===== src/rtl/fifo_sync.sv =====
`default_nettype none
// ============================================================================
// Module   : fifo_sync
// Purpose  : Parametrised single-clock show-ahead FIFO on register storage.
//            Tracks occupancy, raises an almost-full warning, and keeps sticky
//            overflow/underflow flags. clr flushes synchronously; r resets
//            all control state asynchronously.
// Revision : 1.0 - initial release
// ============================================================================
module fifo_sync #(
  parameter int WIDTH    = 16,
  parameter int DEPTH    = 4,
  parameter int AF_LEVEL = DEPTH - 1
) (
  input  logic                     c,
  input  logic                     r,
  input  logic                     clr,
  input  logic                     wr_en,
  input  logic [WIDTH-1:0]         wr_data,
  input  logic                     rd_en,
  output logic [WIDTH-1:0]         rd_data,
  output logic                     full,
  output logic                     empty,
  output logic                     almost_full,
  output logic [$clog2(DEPTH):0]   count,
  output logic                     overflow,
  output logic                     underflow
);

  localparam int                  c_ADDR_W   = $clog2(DEPTH);
  localparam logic [c_ADDR_W:0]   c_FULL_CNT = (c_ADDR_W + 1)'(DEPTH);
  localparam logic [c_ADDR_W:0]   c_AF_CNT   = (c_ADDR_W + 1)'(AF_LEVEL);

  logic [WIDTH-1:0]    r_mem [DEPTH];
  logic [c_ADDR_W-1:0] r_wptr;
  logic [c_ADDR_W-1:0] r_rptr;
  logic [c_ADDR_W:0]   r_count;
  logic                r_overflow;
  logic                r_underflow;

  logic                w_full;
  logic                w_empty;
  logic                w_push;
  logic                w_pop;
  logic                w_mem_we;

  // Status is derived purely from the registered occupancy.
  assign w_full   = (r_count == c_FULL_CNT);
  assign w_empty  = (r_count == '0);

  // Acceptance is judged on the pre-edge state; clr discards both requests.
  assign w_push   = wr_en && !w_full;
  assign w_pop    = rd_en && !w_empty;
  assign w_mem_we = w_push && !clr;

  // Storage carries no reset; only accepted, non-flushed pushes write it.
  always_ff @(posedge c) begin
    if (w_mem_we) begin
      r_mem[r_wptr] <= wr_data;
    end
  end

  // Pointers, occupancy and sticky error flags; clr overrides any request.
  always_ff @(posedge c or negedge r) begin
    if (!r) begin
      r_wptr      <= '0;
      r_rptr      <= '0;
      r_count     <= '0;
      r_overflow  <= 1'b0;
      r_underflow <= 1'b0;
    end else if (clr) begin
      r_wptr      <= '0;
      r_rptr      <= '0;
      r_count     <= '0;
      r_overflow  <= 1'b0;
      r_underflow <= 1'b0;
    end else begin
      if (w_push) begin
        r_wptr <= r_wptr + c_ADDR_W'(1);
      end
      if (w_pop) begin
        r_rptr <= r_rptr + c_ADDR_W'(1);
      end
      if (w_push && !w_pop) begin
        r_count <= r_count + (c_ADDR_W + 1)'(1);
      end else if (!w_push && w_pop) begin
        r_count <= r_count - (c_ADDR_W + 1)'(1);
      end
      if (wr_en && w_full) begin
        r_overflow <= 1'b1;
      end
      if (rd_en && w_empty) begin
        r_underflow <= 1'b1;
      end
    end
  end

  // Show-ahead head word, forced to zero when nothing is stored.
  assign rd_data     = w_empty ? '0 : r_mem[r_rptr];
  assign full        = w_full;
  assign empty       = w_empty;
  assign almost_full = (r_count >= c_AF_CNT);
  assign count       = r_count;
  assign overflow    = r_overflow;
  assign underflow   = r_underflow;

endmodule
`default_nettype wire


===== config.mk =====
export PLATFORM = sky130hd
export DESIGN_NAME = fifo_sync
export DESIGN_NICKNAME = d
export VERILOG_FILES = /design/src/rtl/fifo_sync.sv
export SDC_FILE = /design/constraint.sdc
export NUM_CORES = 1
export LEC_CHECK = 0
export ABC_AREA = 1
export BUFFER_PORTS_ARGS = -buffer_cell sky130_fd_sc_hd__buf_2
export CAP_MARGIN = 20
export CORE_MARGIN = 2
export CORE_UTILIZATION = 60
export CTS_BUF_LIST = sky130_fd_sc_hd__clkbuf_8
export DETAILED_ROUTE_END_ITERATION = 16
export PLACE_DENSITY = 0.86
export SYNTH_ARGS = -nofsm -noshare
export SYNTH_HDL_FRONTEND = slang
export SYNTH_SLANG_ARGS = --single-unit

===== constraint.sdc =====
create_clock -name c -period 4.8 [get_ports c]
set_input_delay 0.48 -clock c [delete_from_list [all_inputs] [get_ports c]]
set_output_delay 0.48 -clock c [all_outputs]
set_load 0.01 [all_outputs]

; ---- After elaboration in Yosys (flattened, before gate mapping)
; Memories as Yosys holds them, arrays and structs flattened.
; Cells that the tools add are included.
[word_totals]
output_inout_bits = 24
word_cells = 44
in_bits = 21
mem_bits_rw = 64
mem_count = 1
regBits = 9
[mem_list]
columns = name, words, width, read_ports, rd_clocked_by_memory_dff, wr, line
row1 = r_mem, 4, 16, 1, 0, 1, 34  ; logic [WIDTH-1:0] r_mem [DEPTH];
[op_classes]
eq_ne = 1
n_mux = 14
n_addsub = 4
order_cmp = 1
n_reduce_logical = 18
[ops]
columns = cell, count
row1 = 16-bit two-way mux, 1
row2 = 3-bit two-way mux, 3
row3 = 2-bit two-way mux, 4
row4 = 2-bit nonzero test, 4
row5 = 1-bit logical AND, 7
row6 = 1-bit two-way mux, 6
row7 = 1-bit zero test, 5
row8 = "2-bit by 1-bit adder with 2-bit output, second input constant", 2
row9 = "3-bit by 1-bit adder with 3-bit output, second input constant", 1
row10 = "3-bit equality test, second input constant", 1
row11 = "3-bit by 2-bit >= comparator with 1-bit output, second input constant", 1
row12 = 3-bit zero test, 1
row13 = 3-bit nonzero test, 1
row14 = "3-bit by 1-bit subtractor with 3-bit output, second input constant", 1

; ---- Logic depth before layout (Yosys ltp)
; Gate-level depths: netlist of the first run.
[logic_depth]
ltp_word = 8
mapped_depth = 10
mapped_depth_nobuf = 10

; ---- Worst setup path after synthesis of the first run
; Ideal clock, no wire load.
[synth_path]
path_type = register -> register
startpoint = reg r_count[0] (netlist: count[0])
endpoint = mem r_mem[0][0] (enable)
arrival_ps = 1579
path_stages_with_launch = 7
setup_ps = 389
slack_ps = 2833
t_required_ps = 4411
cell_sequence = dfrtp_1 > nor2_4 > nand2_1 > nand2_2 > inv_1 > nand2_1 > nor2_1
[synth_between]
elab_chain_cells = 6
[synth_lines]
columns = item, line
row1 = "start, declared", 37  ; logic [c_ADDR_W:0] r_count;
row2 = "start signal, assigned", 85  ; r_count <= r_count + (c_ADDR_W + 1)'(1);
row3 = "start signal, assigned", 87  ; r_count <= r_count - (c_ADDR_W + 1)'(1);
row4 = 3-bit equality test, 48  ; assign w_full = (r_count == c_FULL_CNT);
row5 = 1-bit zero test, 52  ; assign w_push = wr_en && !w_full;
row6 = 1-bit logical AND, 52
row7 = 1-bit logical AND, 54  ; assign w_mem_we = w_push && !clr;
row8 = 1-bit two-way mux, 58  ; if (w_mem_we) begin
row9 = 1-bit two-way mux (not written as such), 59  ; r_mem[r_wptr] <= wr_data;
row10 = "end, declared", 34
; Every way passes these cells.

; ---- Final worst setup path of the first run
[layout_path]
startpoint = reg r_rptr[0]
endpoint = out rd_data[8]
[layout_between]
elab_chain_cells = 2
[layout_lines]
columns = item, line
row1 = "start, declared", 36  ; logic [c_ADDR_W-1:0] r_rptr;
row2 = "start signal, assigned", 82  ; r_rptr <= r_rptr + c_ADDR_W'(1);
row3 = memory 4 x 16 bit, -
row4 = 16-bit two-way mux, 99  ; assign rd_data = w_empty ? '0 : r_mem[r_rptr];
row5 = "end, declared", 21  ; output logic [WIDTH-1:0] rd_data,
; Every way passes these cells.

==> run metrics, run 1 <==
area occupied by multi-input gates=777 sq um; worst voltage drop across the vdd grid=0.277 mV; max-cap check violation count=0; Layout Utilization=72.7%; insertion delay to the later sink of the worst-skew pair=0.34 ns; effective utilization at floorplan=63.1%; vias post-DR=2,041; global-route wire length before repair=9160 microns; post-synthesis area per instance=11.6 sq um; final std cell area, no fill=3500 sq um; footprint of the flip-flops and latches=2150 sq um; last weighted congestion value of the routability-driven placer=0.806; number of inserted diodes=0; maximum number of pins on one net before global-route repair=35; # H-tree levels=3; final non-filler cell total=383; final hold violation count=0; Fin Hold WS=0.348 ns; worst hold path stage count=1; depth of the most critical reg-to-reg path=2; met3 Resource Use GR=6.02%; leading cell type in the layout, fill and taps excluded=nor2_1; leading cell types by total area after synthesis=edfxtp_1, nor2_1, dfrtp_1; worst min-delay path endpoint=r_mem[1][0]; normalized max-slew margin=28.7%; routed wirelength normalized by instance count=15.0 microns; warnings from Yosys=0; Final HPWL DP=3540 microns; Syn Inst Count=262; number of clock sinks=73; worst r2r src=r_rptr[0]; routed via count divided by cell count=5.33; summed negative setup slack over all endpoints=0 ns; port buffer count=44; crit path capture type=output pin; clock tree skew after final layout=0.00794 ns; total length of routed wires=5740 microns; Syn Std Cell Area=3040 sq um; DR iter-0 viols=171; Worst Hold Launch=wr_data[0]; Rows=25; number of iterations in the first detailed-routing pass=4; unrepaired setup endpoints after global routing=no; total setup buffers inserted after CTS=0; Clk pin slew, worst setup/hold paths=0.08 ns; proportion of netlist area held by the largest area contributor=63.3%; Post-DRT Antenna Nets=0; placeable core area=4820 sq um; unique cell type count in the Yosys netlist=24; Global Route met1 Usage=29.9%; Inserted Clock Buffers=9; clock tree from TritonCTS=yes; share of cells above drive strength 1=22.5%; fin crit period=2.90 ns; vias in the first global route=1,958; period utilization=60.3%; vertical extent of the die=75.2 microns; maximum clock frequency=0.345 GHz; total global-route track usage=22.5%; Final #Nets=337; I/O pin cnt=45; number of pins exceeding their max-slew limit in the final report=0; peak fanout along the critical path=34; class of the worst hold path=input port to register; part of the Yosys area used for sequential elements=70.7%; leakage power=1.36 nW; CP Class=register to output pin; Synthesized Nets=288; Area Growth Syn to Fin=15.2%; register-to-register setup slack=2.95 ns; category of the worst setup path launch point=register; final routed DRC violation total=0; Crit. Startpoint=r_rptr[0]; Most Crowded Layer GR=met2; Post-Place Cell Area=3320 sq um; Die Footprint=5650 sq um; most frequent cells in the layout=nor2_1, edfxtp_1, buf_2; power density over cell area=494 nW/um^2; result of the run=finished clean; Resize count post-CTS=0; Horiz. Die Dim=75.2 microns; Clock Root Buffer=clkbuf_8; Placed Cells=366; number of antenna violations at the first check in global routing=0; final-report setup violation count=0; slew at the pin closest to its max-slew limit=1.07 ns; critical path arrival=2.42 ns; library cell occupying the most area in the post-synthesis netlist=edfxtp_1; Congestion Overflow GR=0; clk buf depth=2; reg-to-reg endpoint=r_rptr[0]; flip-flop and latch count after synthesis=73; Filler cells=358; required time of the critical path=4.32 ns; fraction of met2 tracks used by global routing=36.9%
==> flip-flops by register name (all words and copies together), names as in the netlist <==
signal and count:
underflow 1, r_wptr 2, r_mem 64, r_rptr 2
count 3, overflow 1
==> synthesized netlist by cell type <==
library cell / n
nor2_1: 71
edfxtp_1: 64
o21ai_0: 35
a21oi_1: 19
nand2_1: 16
inv_1: 13
dfrtp_1: 9
buf_2: 7
ha_1: 4
clkbuf_1: 3
inv_2: 3
nand3_1: 3
nand2_2: 2
nand4_1: 2
o21ai_1: 2
a21oi_2: 1
a21oi_4: 1
buf_1: 1
clkinv_1: 1
fa_1: 1
nor2_4: 1
o21a_1: 1
o21bai_1: 1
xnor2_1: 1
==> critical path: stages (launching register included) <==
cell and delay [ns]:
dfrtp_1 1.05, inv_2 0.46, o21ai_0 0.30, a21oi_1 0.10
buf_2 0.16
==> where the power goes <==
part	switching [mW]	internal [mW]	leakage [nW]
Combinational	0.324	0.189	0.584
Clock	0.229	0.185	0.0791
Sequential	0.0594	0.744	0.701
==> kinds of logic after synthesis <==
kind of cell | Yosys count | synth area share [%]
adders and majority gates | 5 | 2.31
AOI/OAI and AO/OA | 60 | 10.5
and+or+nand+nor | 95 | 12.4
xor gates and xnor gates | 1 | 0.288
DFF | 73 | 70.7
buffers and inverters | 28 | 3.75
==> worst max path at each step <==
stage | end | cells after the start
after floorplan | r_mem[0][0] | 6
after global placement | rd_data[11] | 4
after detailed placement | rd_data[4] | 4
after CTS | rd_data[4] | 4
after global routing | rd_data[15] | 4
final | rd_data[8] | 4
==> final cells by class <==
type / instances / area share (%)
flip-flops and latches: 73 / 61.3
well taps: 67 / 2.39
clock buffers: 9 / 3.54
multi-input cells: 161 / 22.2
clock inverters: 7 / 1.29
inverters: 17 / 1.82
repair buffers: 49 / 7.43
==> routing by layer <==
| layer | vias to the layer above | share of wire (%) |
|---|---|---|
| met4 | 0 | 1.2 |
| met5 | - | 0 |
| li1 | 995 | - |
| met2 | 66 | 50 |
| met1 | 974 | 43 |
| met3 | 6 | 5.2 |
==> stage by stage <==
stage	power (mW)	setup slack (ns)
final	1.73	1.90
after global routing	1.83	1.63
after CTS	1.74	1.87
after detailed placement	1.33	2.24
after global placement	1.31	2.34
after floorplan	1.15	2.83
==> timing repair <==
action                                  in CTS  in global routing
endpoints found under the setup margin       0                  0
hold buffers                                 1                  0
hold endpoints to repair                     9                  0
(Power assumes the default switching activity.)
==> inputs of run 2 (changes only) <==
- CORE_UTILIZATION: 60 -> 59
- PLACE_DENSITY: 0.86 -> 0.85
- clock period: 4.8 -> 2.9 ns (I/O delays scaled with it)
==> run 2 against run 1 <==
Effect of this change: global-route usage is 1.2 points higher; flip-flop and latch count is the same; critical path depth increased by 1; utilization decreased by 0.52 points; register-to-register slack got worse by 2.0 ns; sequential power increased by 62%; count of clock-buffer cells in the layout stayed put; power rose by 89%; combinational power is 81% higher; setup slack got worse by 1.4 ns; final cell count rose by 2.1%; hold slack lost 0.20 ns; largest cell class unchanged; largest power group unchanged.
==> run metrics, run 2 (synthesized netlist as in run 1, its figures left out) <==
result of the run=finished clean; reg-to-reg endpoint=r_mem[1][11]; Area Growth Syn to Fin=19.8%; DR iter-0 viols=132 (-23%); Resize count post-CTS=0 (unchanged); clk buf depth=2 (unchanged); # H-tree levels=3 (unchanged); worst r2r src=count[0]; summed negative setup slack over all endpoints=0 ns (unchanged); global-route wire length before repair=9480 microns (+3.5%); final hold violation count=0 (unchanged); insertion delay to the later sink of the worst-skew pair=0.35 ns (about the same); routed wirelength normalized by instance count=15.9 microns (+6.3%); port buffer count=44 (unchanged); clock tree skew after final layout=0.0102 ns (+0.00230 ns); number of cells on the critical path=5 (+1); Final #Nets=342 (+1.5%); final-report setup violation count=0 (unchanged); fin crit period=2.35 ns; effective utilization at floorplan=60.2% (-2.8 points); Inserted Clock Buffers=9 (unchanged); Post-DRT Antenna Nets=0 (unchanged); vias post-DR=2,100 (+2.9%); number of antenna violations at the first check in global routing=0 (unchanged); period utilization=80.9%; routed via count divided by cell count=5.37 (+0.79%); Clock Root Buffer=clkbuf_8; total length of routed wires=6230 microns (+8.5%); last weighted congestion value of the routability-driven placer=0.830 (+3.0%); Final HPWL DP=3900 microns (+10%); number of inserted diodes=0 (unchanged); maximum clock frequency=0.426 GHz; I/O pin cnt=45 (unchanged); final routed DRC violation total=0 (unchanged); Setup WS post-layout=0.554 ns (-1.35 ns); Clk pin slew, worst setup/hold paths=0.08 ns (about the same); share of cells above drive strength 1=24.0% (+1.5 points); normalized max-slew margin=58.7% (+30 points); worst voltage drop across the vdd grid=0.594 mV (+110%); Horiz. Die Dim=75.8 microns (+0.80%); crit path capture type=output pin; Worst Hold Launch=clr; slowest CP cell=dfrtp_1; critical path arrival=2.06 ns (-0.36 ns); Tot Pwr=3.27 mW (+89%); register ranked first by flip-flop count=r_mem; unrepaired setup endpoints after global routing=no; category of the worst setup path launch point=register; placeable core area=5040 sq um (+4.7%); slew at the pin closest to its max-slew limit=0.619 ns (-0.450 ns); cell-by-cell listing of the critical path=inv_2 -> nor2_1 -> o21ai_0 -> a21oi_1 -> buf_2; Crit. Startpoint=r_rptr[1]; Largest stage delay, worst path=0.74 ns (-0.31 ns); capturing instance or port of the critical path=rd_data[13]; Die Footprint=5740 sq um (+1.6%); maximum number of pins on one net before global-route repair=34 (-2.9%); class of the worst hold path=input port to register; vias in the first global route=2,062 (+5.3%); Buffers & Inverters on Critical Path=2 (unchanged); clock tree from TritonCTS=yes; most frequent cells in the layout=nor2_1, edfxtp_1, buf_2; total global-route track usage=23.7% (+1.2 points); peak fanout along the critical path=18 (-47%); max-cap check violation count=0 (unchanged); vertical extent of the die=75.8 microns (+0.80%); power density over cell area=898 nW/um^2 (+82%); number of clock sinks=73 (unchanged); Rows=26 (+4.0%); cell type group with the largest total delay on the critical path=flip-flops; number of iterations in the first detailed-routing pass=4 (unchanged); Congestion Overflow GR=0 (unchanged); number of pins exceeding their max-slew limit in the final report=0 (unchanged); required time of the critical path=2.61 ns (-1.71 ns); depth of the most critical reg-to-reg path=7 (+5); flip-flop count of the largest register after layout=64 (unchanged); register-to-register setup slack=1.00 ns (-1.95 ns); leading cell type in the layout, fill and taps excluded=nor2_1; leakage power=1.44 nW (+5.7%); CP Class=register to output pin; Filler cells=339 (-5.3%); dpl ws=0.961 ns (-1.28 ns)
-- run 2: worst reg2reg max path: cells and delay by family (launching register included) --
| family | cells | cell delay (ns) |
|---|---|---|
| flip-flops | 1 | 0.43 |
| AND/OR/NAND/NOR | 5 | 0.73 |
| buffers and inverters | 2 | 0.43 |
-- run 2: cell type report --
class	instances	area [sq um]	share of cell area, %
clock inverter	7	141	3.89
inverter	17	63.8	1.75
timing repair buffer	54	298	8.18
tap	70	87.6	2.41
sequential	73	2150	59.0
clock buffer	9	124	3.40
multi-input combinational	161	777	21.4
-- run 2: worst min-delay path by stage --
stage / endpoint / slack (ns) / depth (start not counted)
6_report: overflow / 0.15 / 2
5_1_grt: r_mem[1][10] / 0.14 / 1
4_1_cts: overflow / 0.14 / 2
3_5_place_dp: count[1] / 0.15 / 1
3_3_place_gp: underflow / 0.15 / 1
2_1_floorplan: count[0] / -0.006 / 0
-- run 2: power breakdown --
| part | switching, mW | internal (mW) | total (mW) |
|---|---|---|---|
| logic | 0.599 | 0.327 | 0.926 |
| clock network | 0.378 | 0.660 | 1.04 |
| registers | 0.0706 | 1.23 | 1.30 |
| total | 1.05 | 2.22 | 3.27 |
-- run 2: metrics by stage --
stage	utilization, %	instance area, sq um	instances	hold WS [ns]
5_1_grt	72.2	3640	391	0.136
3_3_place_gp	66.7	3360	374	0.154
6_report	72.2	3640	391	0.152
2_1_floorplan	-	3040	262	-0.00559
4_1_cts	72.2	3640	391	0.137
3_5_place_dp	66.7	3360	374	0.151
-- run 2: layer usage --
layer | track usage [%] | wire [microns] | part of all wire, % | up-vias
li1 | - | - | - | 1011
met4 | 11.1 | 89 | 1.4 | 0
met3 | 8.20 | 403 | 6.5 | 10
met1 | 28.3 | 2480 | 40 | 990
met2 | 38.6 | 3260 | 52 | 89
met5 | 0 | 0 | 0 | -
-- run 2: repair_timing --
| action | in CTS | in global routing |
|---|---|---|
| hold buffers | 1 | 0 |
| buffers inserted | 0 | 0 |
| endpoints found under the setup margin | 0 | 0 |
| hold endpoints to repair | 9 | 0 |
